==> src/rtl/uart_receiver_pkg.sv <==
// UARTPkg: shared types and helpers for the UART receive path.
// Holds the receiver FSM state encoding, the Rx_Error bit positions
// and the bit-period calculation used to size the sampling counters.
package UARTPkg;

    typedef enum logic [2:0] {
        IDLE   = 3'd0,
        START  = 3'd1,
        DATA   = 3'd2,
        PARITY = 3'd3,
        STOP   = 3'd4
    } rx_state_t;

    // Bit positions inside Rx_Error
    localparam int ERR_PARITY  = 0;
    localparam int ERR_FRAMING = 1;
    localparam int ERR_BREAK   = 2;

    // System clocks per serial bit (integer divide, remainder dropped)
    function automatic int clks_per_bit(input int sysclk_rate, input int baud_rate);
        return sysclk_rate / baud_rate;
    endfunction

endpackage

==> src/rtl/uart_rx_fifo.sv <==
// uart_rx_fifo: receive FIFO with registered status flags.
// Storage, read/write pointers, occupancy count, Empty/Full/Overflow.
// Optional macro UART_RX_RTS_EN: RTS drops when occupancy reaches
// FIFO_DEPTH-1; without it RTS is tied high and no comparator exists.
module uart_rx_fifo
    import UARTPkg::*;
#(
    parameter int DATA_BITS  = 8,
    parameter int FIFO_DEPTH = 8
) (
    input  logic                 SysClk,
    input  logic                 Rst,
    input  logic                 Push,
    input  logic [DATA_BITS-1:0] Push_Data,
    input  logic                 Pop,
    output logic [DATA_BITS-1:0] Pop_Data,
    output logic                 Empty,
    output logic                 Full,
    output logic                 Overflow,
    output logic                 RTS
);

    localparam int AW = (FIFO_DEPTH > 1) ? $clog2(FIFO_DEPTH) : 1;
    localparam int CW = $clog2(FIFO_DEPTH) + 1;
    localparam logic [CW-1:0] DEPTH_C = CW'(FIFO_DEPTH);

    logic [DATA_BITS-1:0] mem [FIFO_DEPTH];
    logic [AW-1:0]        wr_ptr, rd_ptr;
    logic [CW-1:0]        count, count_nxt;
    logic                 do_push, do_pop, drop;

    // Decide which of push/pop actually take effect this cycle.
    // A pop while full frees a slot, so a simultaneous push still lands.
    always_comb begin
        do_pop    = Pop && (count != '0);
        do_push   = Push && ((count != DEPTH_C) || do_pop);
        drop      = Push && (count == DEPTH_C) && !do_pop;
        count_nxt = count + CW'(do_push) - CW'(do_pop);
    end

    // Storage write; contents need no reset since pointers gate reads.
    always_ff @(posedge SysClk) begin
        if (do_push)
            mem[wr_ptr] <= Push_Data;
    end

    // Pointers, occupancy, registered flags and the popped word.
    always_ff @(posedge SysClk) begin
        if (Rst) begin
            wr_ptr   <= '0;
            rd_ptr   <= '0;
            count    <= '0;
            Pop_Data <= '0;
            Empty    <= 1'b1;
            Full     <= 1'b0;
            Overflow <= 1'b0;
        end else begin
            if (do_push)
                wr_ptr <= wr_ptr + 1'b1;
            if (do_pop) begin
                rd_ptr   <= rd_ptr + 1'b1;
                Pop_Data <= mem[rd_ptr];
            end
            count <= count_nxt;
            Empty <= (count_nxt == '0);
            Full  <= (count_nxt == DEPTH_C);
            // Sticky drop indication, released by the next real pop
            if (do_pop)
                Overflow <= 1'b0;
            else if (drop)
                Overflow <= 1'b1;
        end
    end

`ifdef UART_RX_RTS_EN
    localparam logic [CW-1:0] RTS_LIMIT = CW'(FIFO_DEPTH - 1);

    // Flow control: ask the sender to pause one slot before full.
    always_ff @(posedge SysClk) begin
        if (Rst)
            RTS <= 1'b1;
        else
            RTS <= (count_nxt < RTS_LIMIT);
    end
`else
    assign RTS = 1'b1;
`endif

endmodule

==> src/rtl/uart_receiver.sv <==
// uart_receiver: asynchronous serial receiver with receive FIFO.
// Rx synchronizer, frame FSM (IDLE/START/DATA/PARITY/STOP) and the
// bit/clock counters live here; buffering is in uart_rx_fifo.
// Optional macro UART_RX_RTS_EN enables occupancy-based RTS.
module uart_receiver
    import UARTPkg::*;
#(
    parameter int SYSCLK_RATE = 100000000,
    parameter int BAUD_RATE   = 9600,
    parameter int DATA_BITS   = 8,
    parameter int PARITY_BIT  = 1,
    parameter int STOP_BITS   = 2,
    parameter int FIFO_DEPTH  = 8
) (
    input  logic                 SysClk,
    input  logic                 Rst,
    input  logic                 Rx,
    input  logic                 Read_Done,
    output logic [DATA_BITS-1:0] Data_Out,
    output logic                 Data_Rdy,
    output logic [2:0]           Rx_Error,
    output logic                 FIFO_Empty,
    output logic                 FIFO_Full,
    output logic                 FIFO_Overflow,
    output logic                 RTS
);

    localparam int CPB   = clks_per_bit(SYSCLK_RATE, BAUD_RATE);
    localparam int HALF  = CPB / 2;
    localparam int CNT_W = (CPB > 1) ? $clog2(CPB) : 1;
    localparam int BIT_W = $clog2(DATA_BITS) + 1;

    localparam logic [CNT_W-1:0] CNT_FULL  = CNT_W'(CPB - 1);
    localparam logic [CNT_W-1:0] CNT_HALF  = CNT_W'(HALF - 1);
    localparam logic [BIT_W-1:0] LAST_DATA = BIT_W'(DATA_BITS - 1);
    localparam logic [BIT_W-1:0] LAST_STOP = BIT_W'(STOP_BITS - 1);

    logic                 rx_meta, rx_sync;
    rx_state_t            state, state_nxt;
    logic [CNT_W-1:0]     clk_cnt, clk_cnt_nxt;
    logic [BIT_W-1:0]     bit_cnt, bit_cnt_nxt;
    logic [DATA_BITS-1:0] shift_q, shift_nxt;
    logic                 par_err_q, par_err_nxt;
    logic                 frm_err_q, frm_err_nxt;
    logic                 frame_done, brk;

    // Two-flop synchronizer; reset to the idle line level.
    always_ff @(posedge SysClk) begin
        if (Rst) begin
            rx_meta <= 1'b1;
            rx_sync <= 1'b1;
        end else begin
            rx_meta <= Rx;
            rx_sync <= rx_meta;
        end
    end

    // Frame FSM next state, counters and per-frame error accumulation.
    always_comb begin
        state_nxt   = state;
        clk_cnt_nxt = clk_cnt + 1'b1;
        bit_cnt_nxt = bit_cnt;
        shift_nxt   = shift_q;
        par_err_nxt = par_err_q;
        frm_err_nxt = frm_err_q;
        frame_done  = 1'b0;
        brk         = 1'b0;
        unique case (state)
            IDLE: begin
                clk_cnt_nxt = '0;
                if (!rx_sync) begin
                    state_nxt   = START;
                    bit_cnt_nxt = '0;
                    par_err_nxt = 1'b0;
                    frm_err_nxt = 1'b0;
                end
            end
            START: begin
                // Re-check at mid start bit; a high line here was noise
                if (clk_cnt == CNT_HALF) begin
                    clk_cnt_nxt = '0;
                    state_nxt   = rx_sync ? IDLE : DATA;
                end
            end
            DATA: begin
                if (clk_cnt == CNT_FULL) begin
                    clk_cnt_nxt = '0;
                    shift_nxt   = {rx_sync, shift_q[DATA_BITS-1:1]};
                    bit_cnt_nxt = bit_cnt + 1'b1;
                    if (bit_cnt == LAST_DATA) begin
                        bit_cnt_nxt = '0;
                        state_nxt   = (PARITY_BIT != 0) ? PARITY : STOP;
                    end
                end
            end
            PARITY: begin
                if (clk_cnt == CNT_FULL) begin
                    clk_cnt_nxt = '0;
                    par_err_nxt = (^shift_q) ^ rx_sync;
                    state_nxt   = STOP;
                end
            end
            STOP: begin
                if (clk_cnt == CNT_FULL) begin
                    clk_cnt_nxt = '0;
                    frm_err_nxt = frm_err_q | ~rx_sync;
                    bit_cnt_nxt = bit_cnt + 1'b1;
                    // Finish at the last stop centre, not the bit end
                    if (bit_cnt == LAST_STOP) begin
                        state_nxt  = IDLE;
                        frame_done = 1'b1;
                        brk        = (shift_q == '0) && frm_err_nxt;
                    end
                end
            end
            default: state_nxt = IDLE;
        endcase
    end

    // State/counter registers plus the frame result outputs.
    always_ff @(posedge SysClk) begin
        if (Rst) begin
            state     <= IDLE;
            clk_cnt   <= '0;
            bit_cnt   <= '0;
            shift_q   <= '0;
            par_err_q <= 1'b0;
            frm_err_q <= 1'b0;
            Data_Rdy  <= 1'b0;
            Rx_Error  <= '0;
        end else begin
            state     <= state_nxt;
            clk_cnt   <= clk_cnt_nxt;
            bit_cnt   <= bit_cnt_nxt;
            shift_q   <= shift_nxt;
            par_err_q <= par_err_nxt;
            frm_err_q <= frm_err_nxt;
            // Break frames report errors but never reach the FIFO
            Data_Rdy  <= frame_done && !brk;
            if (frame_done) begin
                Rx_Error[ERR_PARITY]  <= par_err_q;
                Rx_Error[ERR_FRAMING] <= frm_err_nxt;
                Rx_Error[ERR_BREAK]   <= brk;
            end
        end
    end

    // shift_q is stable through the Data_Rdy cycle, so it feeds the push.
    uart_rx_fifo #(
        .DATA_BITS  (DATA_BITS),
        .FIFO_DEPTH (FIFO_DEPTH)
    ) u_fifo (
        .SysClk    (SysClk),
        .Rst       (Rst),
        .Push      (Data_Rdy),
        .Push_Data (shift_q),
        .Pop       (Read_Done),
        .Pop_Data  (Data_Out),
        .Empty     (FIFO_Empty),
        .Full      (FIFO_Full),
        .Overflow  (FIFO_Overflow),
        .RTS       (RTS)
    );

endmodule

==> config.mk <==
export PLATFORM = sky130hd
export DESIGN_NAME = uart_receiver
export DESIGN_NICKNAME = d
export VERILOG_FILES = /design/src/rtl/uart_receiver_pkg.sv /design/src/rtl/uart_rx_fifo.sv /design/src/rtl/uart_receiver.sv
export SDC_FILE = /design/constraint.sdc
export NUM_CORES = 1
export LEC_CHECK = 0
export BUFFER_PORTS_ARGS = -buffer_cell sky130_fd_sc_hd__buf_2
export CAP_MARGIN = 20
export CORE_ASPECT_RATIO = 1.2
export CORE_MARGIN = 2
export CORE_UTILIZATION = 26
export CTS_CLUSTER_DIAMETER = 200
export DETAILED_ROUTE_END_ITERATION = 6
export PLACE_DENSITY = 0.48
export REMOVE_ABC_BUFFERS = 1
export SLEW_MARGIN = 20
export SYNTH_ARGS = -nofsm -noshare
export SYNTH_HDL_FRONTEND = slang
export SYNTH_SLANG_ARGS = --single-unit
export TNS_END_PERCENT = 100
==> constraint.sdc <==
create_clock -name SysClk -period 2.8 [get_ports SysClk]
set_clock_uncertainty 0.2 [all_clocks]
set_input_delay 0.56 -clock SysClk [delete_from_list [all_inputs] [get_ports SysClk]]
set_output_delay 0.56 -clock SysClk [all_outputs]
set_load 0.02 [all_outputs]
; ---- Word-level counts from Yosys, hierarchy flattened
; Memories as Yosys holds them, arrays and structs flattened. A register that Yosys moved wholly into a read port is not among the register bits.
; Index checks and enable logic that the tools add are counted.
[totals]
elab_cells = 97
register_bits = 50
out_inout_bits = 16
in_bits = 4
ram_bits = 64
n_memories = 1
[mem_list]
columns = memory, words, word_bits, rd, rd_ports_with_merged_regs, write_ports, line
row1 = u_fifo.mem, 8, 8, 1, 1, 1, uart_rx_fifo.sv:27  ; logic [DATA_BITS-1:0] mem [FIFO_DEPTH];
[classes]
bitwise_logic = 3
add_sub_neg = 6
mux = 31
n_eq_ne = 18
n_reduce_logical = 22
[op_table]
columns = cell, count
row1 = $pmux 14 s3, 1
row2 = $mux 14, 2
row3 = $mux 3, 7
row4 = $mux 4, 4
row5 = $pmux 3 s5, 1
row6 = $add 14x1->14 const B, 1
row7 = $eq 14x13->1 const B, 1
row8 = $eq 14x14->1 const B, 1
row9 = $ne 2x2->1 const B, 7
row10 = $mux 1, 12
row11 = $pmux 4 s3, 1
row12 = $eq 4x4->1 const B, 2
row13 = $logic_not 8->1, 1
row14 = $reduce_xor 8->1, 1
row15 = $reduce_and 7->1, 1
row16 = $add 3x1->3 const B, 2
row17 = $eq 3x2->1 const B, 2
row18 = $logic_and 1x1->1, 6
row19 = $add 4x1->4, 1
row20 = $add 4x1->4 const B, 1
row21 = $eq 4x1->1 const B, 1
row22 = $eq 4x3->1 const B, 1
row23 = $logic_not 4->1, 1
row24 = $ne 4x4->1 const B, 1
row25 = 19 further kinds, 21

; ---- Depth between registers and ports, before layout
[logic_depth]
depth_word = 8
ltp_mapped = 12
ltp_nobuf = 11

; ---- Modules after synthesis
; A second synthesis with hierarchy kept.
[unflattened]
hier_cells = 429
area_unflattened_um2 = 5287.6
[by_module_without_submodules]
columns = module, area_each_um2, instances, seq_area_each_um2, cells_each
row1 = uart_rx_fifo, 3408.3, 1, 2342.2, 220
row2 = uart_receiver, 1879.3, 1, 740.7, 209

; ---- Worst setup path before layout
; OpenSTA, ideal clock, no wires.
[synth_timing]
path_type = in2reg
from = in Read_Done
to = reg u_fifo.Empty
path_stages = 10
arrival_time_ps = 2385
slack_ps = 101
setup_time_ps = 114
required_ps = 2486
n_path_buf = 1
cell_sequence = a21boi_0 > clkbuf_1 > nand2_1 > o21ai_0 > ha_1 > inv_1 > fa_1 > xor2_1 > and3b_1 > a21o_1
[synth_between]
elab_chain_len = 6
[synth_lines]
columns = element, line
row1 = start: declaration, uart_receiver.sv:18  ; input logic Read_Done,
row2 = $logic_and 1x1->1 *, uart_rx_fifo.sv:35  ; do_pop = Pop && (count != '0);
row3 = $logic_or 1x1->1, uart_rx_fifo.sv:36  ; do_push = Push && ((count != DEPTH_C) || do_pop);
row4 = $logic_and 1x1->1, uart_rx_fifo.sv:36
row5 = $add 4x1->4, uart_rx_fifo.sv:38  ; count_nxt = count + CW'(do_push) - CW'(do_pop);
row6 = $sub 4x1->4 *, uart_rx_fifo.sv:38
row7 = $logic_not 4->1 *, uart_rx_fifo.sv:65  ; Empty <= (count_nxt == '0);
row8 = end signal: assignment, uart_rx_fifo.sv:65
row9 = end: declaration, uart_rx_fifo.sv:17  ; output logic Empty,
; Mark *: on every way between the ends. The rest lies on a longest branch, timed or not.
; A chain may end at the register's enable or synchronous reset.

; ---- Worst setup path after layout
[layout_timing]
from = reg u_fifo.count[2]
to = reg u_fifo.Empty
[layout_between]
elab_chain_len = 7
word_cells_on_any_way = 8
cone_classes = add/sub: 2 / eq/ne: 1 / reduce/logical: 5
[layout_lines]
columns = element, line
row1 = start: declaration, uart_rx_fifo.sv:29  ; logic [CW-1:0] count, count_nxt;
row2 = start signal: assignment, uart_rx_fifo.sv:64  ; count <= count_nxt;
row3 = $reduce_bool 4->1, uart_rx_fifo.sv:35
row4 = $logic_and 1x1->1, uart_rx_fifo.sv:35
row5 = $logic_or 1x1->1 *, uart_rx_fifo.sv:36
row6 = $logic_and 1x1->1 *, uart_rx_fifo.sv:36
row7 = net u_fifo.do_push, uart_rx_fifo.sv:30  ; logic do_push, do_pop, drop;
row8 = $add 4x1->4 *, uart_rx_fifo.sv:38
row9 = $sub 4x1->4 *, uart_rx_fifo.sv:38
row10 = $logic_not 4->1 *, uart_rx_fifo.sv:65
; Mark *: on every way through the listed nets, which the timed path passes. The rest lies on a longest branch.

==> impl_metrics.py <==
metrics = {
    "routing": {
        "drt_iter0_markers": 120,
        "post_drt_wl_per_cell_um": 13.3,
        "drt_drc_violations_left": 0,
        "finalWirelength_um": 9390,
        "drt_pass1_iterations": 4,
        "detail_route.vias_per_cell": 4.32,
        "detail-route-antenna-nets": 0,
        "vias": 3053,
    },
    "global_route": {
        "groute.layer.met2.usage_pct": 17.5,
        "largest_net_degree_at_the_start_of_global_routing": 44,
        "groute.layer.met3.usage_pct": 3.15,
        "number_of_antenna_violations_at_the_first_check_in_global_routing": 1,
        "groute.layer.met1.usage_pct": 10.3,
        "first_global_vias": 3067,
        "grt.total_usage_pct": 9.71,
        "grt-ovfl-total": 0,
        "grt-busiest-layer": "met2",
        "wire_length_of_the_first_global_routing_pass_um": 15600,
    },
    "critical_path": {
        "critPathArrivalTime_ns": 2.60,
        "worstSetupStartpointType": "flop",
        "crit_type": "reg2reg",
        "cp-end-kind": "flop",
        "maximum_net_fanout_on_the_critical_path": 3,
        "worstPathRequired_ns": 2.90,
    },
    "place": {
        "place.gp.congestion": 0.761,
        "hpwlAfterDp_um": 6440,
        "detailedPlace.worstSlack_ns": 0.283,
        "post-place-cells": 674,
        "portBuffers": 18,
    },
    "sta": {
        "final.setup.tns_ns": 0,
        "max_slew.worst_pin.slew_ns": 0.759,
        "timing.final.crit_period_ns": 2.50,
        "unrepaired_setup_endpoints_after_global_routing": "no",
        "max_freq_mhz": 400,
        "layout_worst_path_cycle_share_pct": 89.3,
        "setup_slack_ns": 0.301,
        "hold_viol_final": 0,
        "final_max_slew_viol_count": 0,
        "report.final.setup_viol": 0,
        "slew_headroom_pct": 49.4,
    },
    "clock_network": {
        "cts_made_buffers": 17,
        "htreeDepth": 4,
        "cts_tree": "done",
        "cts.path.max_buffers": 2,
        "post_cts_resize_count": 0,
        "clkLatencyLatePin_ns": 0.41,
        "clk_pin_slew_ns": 0.05,
        "setup_fix_bufs_post_cts": 0,
        "clock-sinks": 122,
        "clock_root_cell": "sky130_fd_sc_hd__clkbuf_16",
        "holdBufCountCts": 0,
    },
    "finish": {
        "multi_input_area_um2": 1920,
        "layout_common_cells": "sky130_fd_sc_hd__edfxtp_1 (64), sky130_fd_sc_hd__dfxtp_1 (58), sky130_fd_sc_hd__nor2_1 (46), sky130_fd_sc_hd__mux2i_1 (20)",
        "fin_nets": 451,
        "syn_to_final_growth_pct": 19.7,
        "layout_filler_cell_count": 1950,
        "ff_latch_area_um2": 3080,
        "stdcell_count": 707,
        "layout_commonest_cell": "sky130_fd_sc_hd__edfxtp_1",
        "post_route_cells_drive_above_1_share_pct": 22.0,
    },
    "die": {
        "floorplan.die.width_um": 133,
        "dieArea_um2": 21100,
        "i_o_pins": 20,
        "die_height_um": 159,
        "placementRows": 56,
        "placeableCoreArea_um2": 19500,
        "initial_core_util_pct": 26.5,
    },
    "synth": {
        "synth.mux.area_fraction_pct": 11.1,
        "synth_flop_cell": "sky130_fd_sc_hd__edfxtp_1",
        "netlist_instances": 402,
        "post_synth_instance_area_um2": 5180,
        "synth_xor_area_share_pct": 3.72,
        "synth.avg_cell_area_um2": 12.9,
        "synth.ff_latch_count": 122,
        "simple_gate_share_of_the_synthesized_area_pct": 12.4,
        "dominant_combinational_cell_family_by_area_after_synthesis": "simple AND/OR/NAND/NOR gates",
        "synth.yosys.seq_area_share_pct": 59.5,
        "synth-edff-count": 64,
        "synth-adder-area-share_pct": 3.77,
        "post_synthesis_compound_gate_area_fraction_pct": 5.87,
        "ys_async_sr_fraction_pct": 0,
        "yosys_warnings": 0,
        "ys_types": 57,
    },
    "pwr": {
        "power.ir.vdd_worst_v": 0.000495,
        "p_per_area_nw_per_um2": 858,
        "p_leak_nw": 2.22,
    },
    "run_status": {
        "status": "finished clean",
    },
    "hold_path": {
        "hold_path_class": "in2reg",
    },
    "run": {
        "max-cap-violations": 0,
    },
}
[per-stage QoR]
| stage | total power (W) | hold slack [ns] | utilization (%) | area (µm²) |
|---|---|---|---|---|
| after CTS | 0.00540 | 0.116 | 31.7 | 6200 |
| final | 0.00532 | 0.139 | 31.7 | 6200 |
| after global routing | 0.00561 | 0.136 | 31.7 | 6200 |
| after global placement | 0.00316 | 0.192 | 28.6 | 5600 |
| after floorplan | 0.00290 | 0.189 | - | 5070 |
| after detailed placement | 0.00319 | 0.205 | 28.6 | 5600 |
[final cells by class]
| cell class | count | share of cell area, % |
|---|---|---|
| flip-flops and latches | 122 | 49.7 |
| multi-input cells | 240 | 31.0 |
| clock buffers | 17 | 6.86 |
| well taps | 261 | 5.27 |
| repair buffers | 32 | 3.15 |
| clock inverters | 15 | 2.87 |
| inverters | 19 | 1.15 |
| diodes | 1 | 0.0404 |
[sequential cells by signal (all words and copies together) (netlist names)]
register         cells
Data_Rdy             1
Rx_Error             3
bit_cnt              4
clk_cnt             14
frm_err_q            1
par_err_q            1
rx_meta              1
rx_sync              1
shift_q              8
state                3
u_fifo.Empty         1
u_fifo.Full          1
u_fifo.Overflow      1
u_fifo.Pop_Data      8
u_fifo.count         4
u_fifo.mem          64
u_fifo.rd_ptr        3
u_fifo.wr_ptr        3
[where the power goes]
part / leakage (nW) / internal [W] / switching, W / total [W]
registers: 1.06 / 0.00197 / 0.0000880 / 0.00206
logic: 0.861 / 0.000481 / 0.000597 / 0.00108
clock network: 0.294 / 0.00140 / 0.000786 / 0.00218
total: 2.22 / 0.00385 / 0.00147 / 0.00532
[synthesized netlist by cell type, drive strengths merged (2+ instances only)]
master | number | area [µm²]
and4 | 4 | 37.5
nand4 | 2 | 12.5
nand3b | 2 | 15.0
or2 | 2 | 12.5
nand2b | 6 | 37.5
a31oi | 2 | 12.5
a21oi | 13 | 65.1
nor3b | 2 | 15.0
nand4b | 2 | 17.5
xnor2 | 11 | 96.3
nor2b | 4 | 25.0
buf | 10 | 70.1
and3 | 6 | 37.5
mux4 | 16 | 360
ha | 14 | 175
nor2 | 57 | 241
a21o | 2 | 15.0
nor3 | 7 | 35.0
dfxtp | 58 | 1160
o21ai | 5 | 25.0
a211oi | 11 | 82.6
and4bb | 3 | 37.5
inv | 18 | 67.6
edfxtp | 64 | 1920
mux2i | 20 | 200
nand2 | 13 | 48.8
clkbuf | 11 | 42.5
xor2 | 11 | 96.3
nand3 | 6 | 35.0
[path summary, 6_finish.rpt]
check / from / endpoint / slack [ns] / cells past startpoint
hold reg to reg: rx_meta / rx_sync / 0.21 / 1
hold / removal: Rx / rx_meta / 0.14 / 2
setup reg to reg: u_fifo.count[2] / u_fifo.Empty / 0.30 / 10
setup / recovery: u_fifo.count[2] / u_fifo.Empty / 0.30 / 10
[kinds of logic after synthesis]
family | after synthesis
DFF | 122
and+or+nand+nor | 120
AOI/OAI and AO/OA | 45
buffers and inverters | 40
muxes | 37
xor gates and xnor gates | 22
adders and majority gates | 15
other | 1
[critical path: stages, from the launching register on]
cell                       delay (ns)
sky130_fd_sc_hd__dfxtp_1         0.30
sky130_fd_sc_hd__inv_1           0.06
sky130_fd_sc_hd__ha_1            0.22
sky130_fd_sc_hd__nand2b_1        0.16
sky130_fd_sc_hd__a31oi_1         0.26
sky130_fd_sc_hd__ha_1            0.23
sky130_fd_sc_hd__inv_1           0.06
sky130_fd_sc_hd__fa_1            0.37
sky130_fd_sc_hd__xor2_1          0.17
sky130_fd_sc_hd__and3b_1         0.20
sky130_fd_sc_hd__a21o_1          0.17
[metal layers]
| layer | vias to the layer above | routed length [µm] |
|---|---|---|
| met2 | 35 | 4830 |
| met4 | 0 | 195 |
| met5 | - | 0 |
| met3 | 12 | 315 |
| met1 | 1479 | 4050 |
| li1 | 1527 | - |
Note: power is estimated with default switching activity, not from simulation.
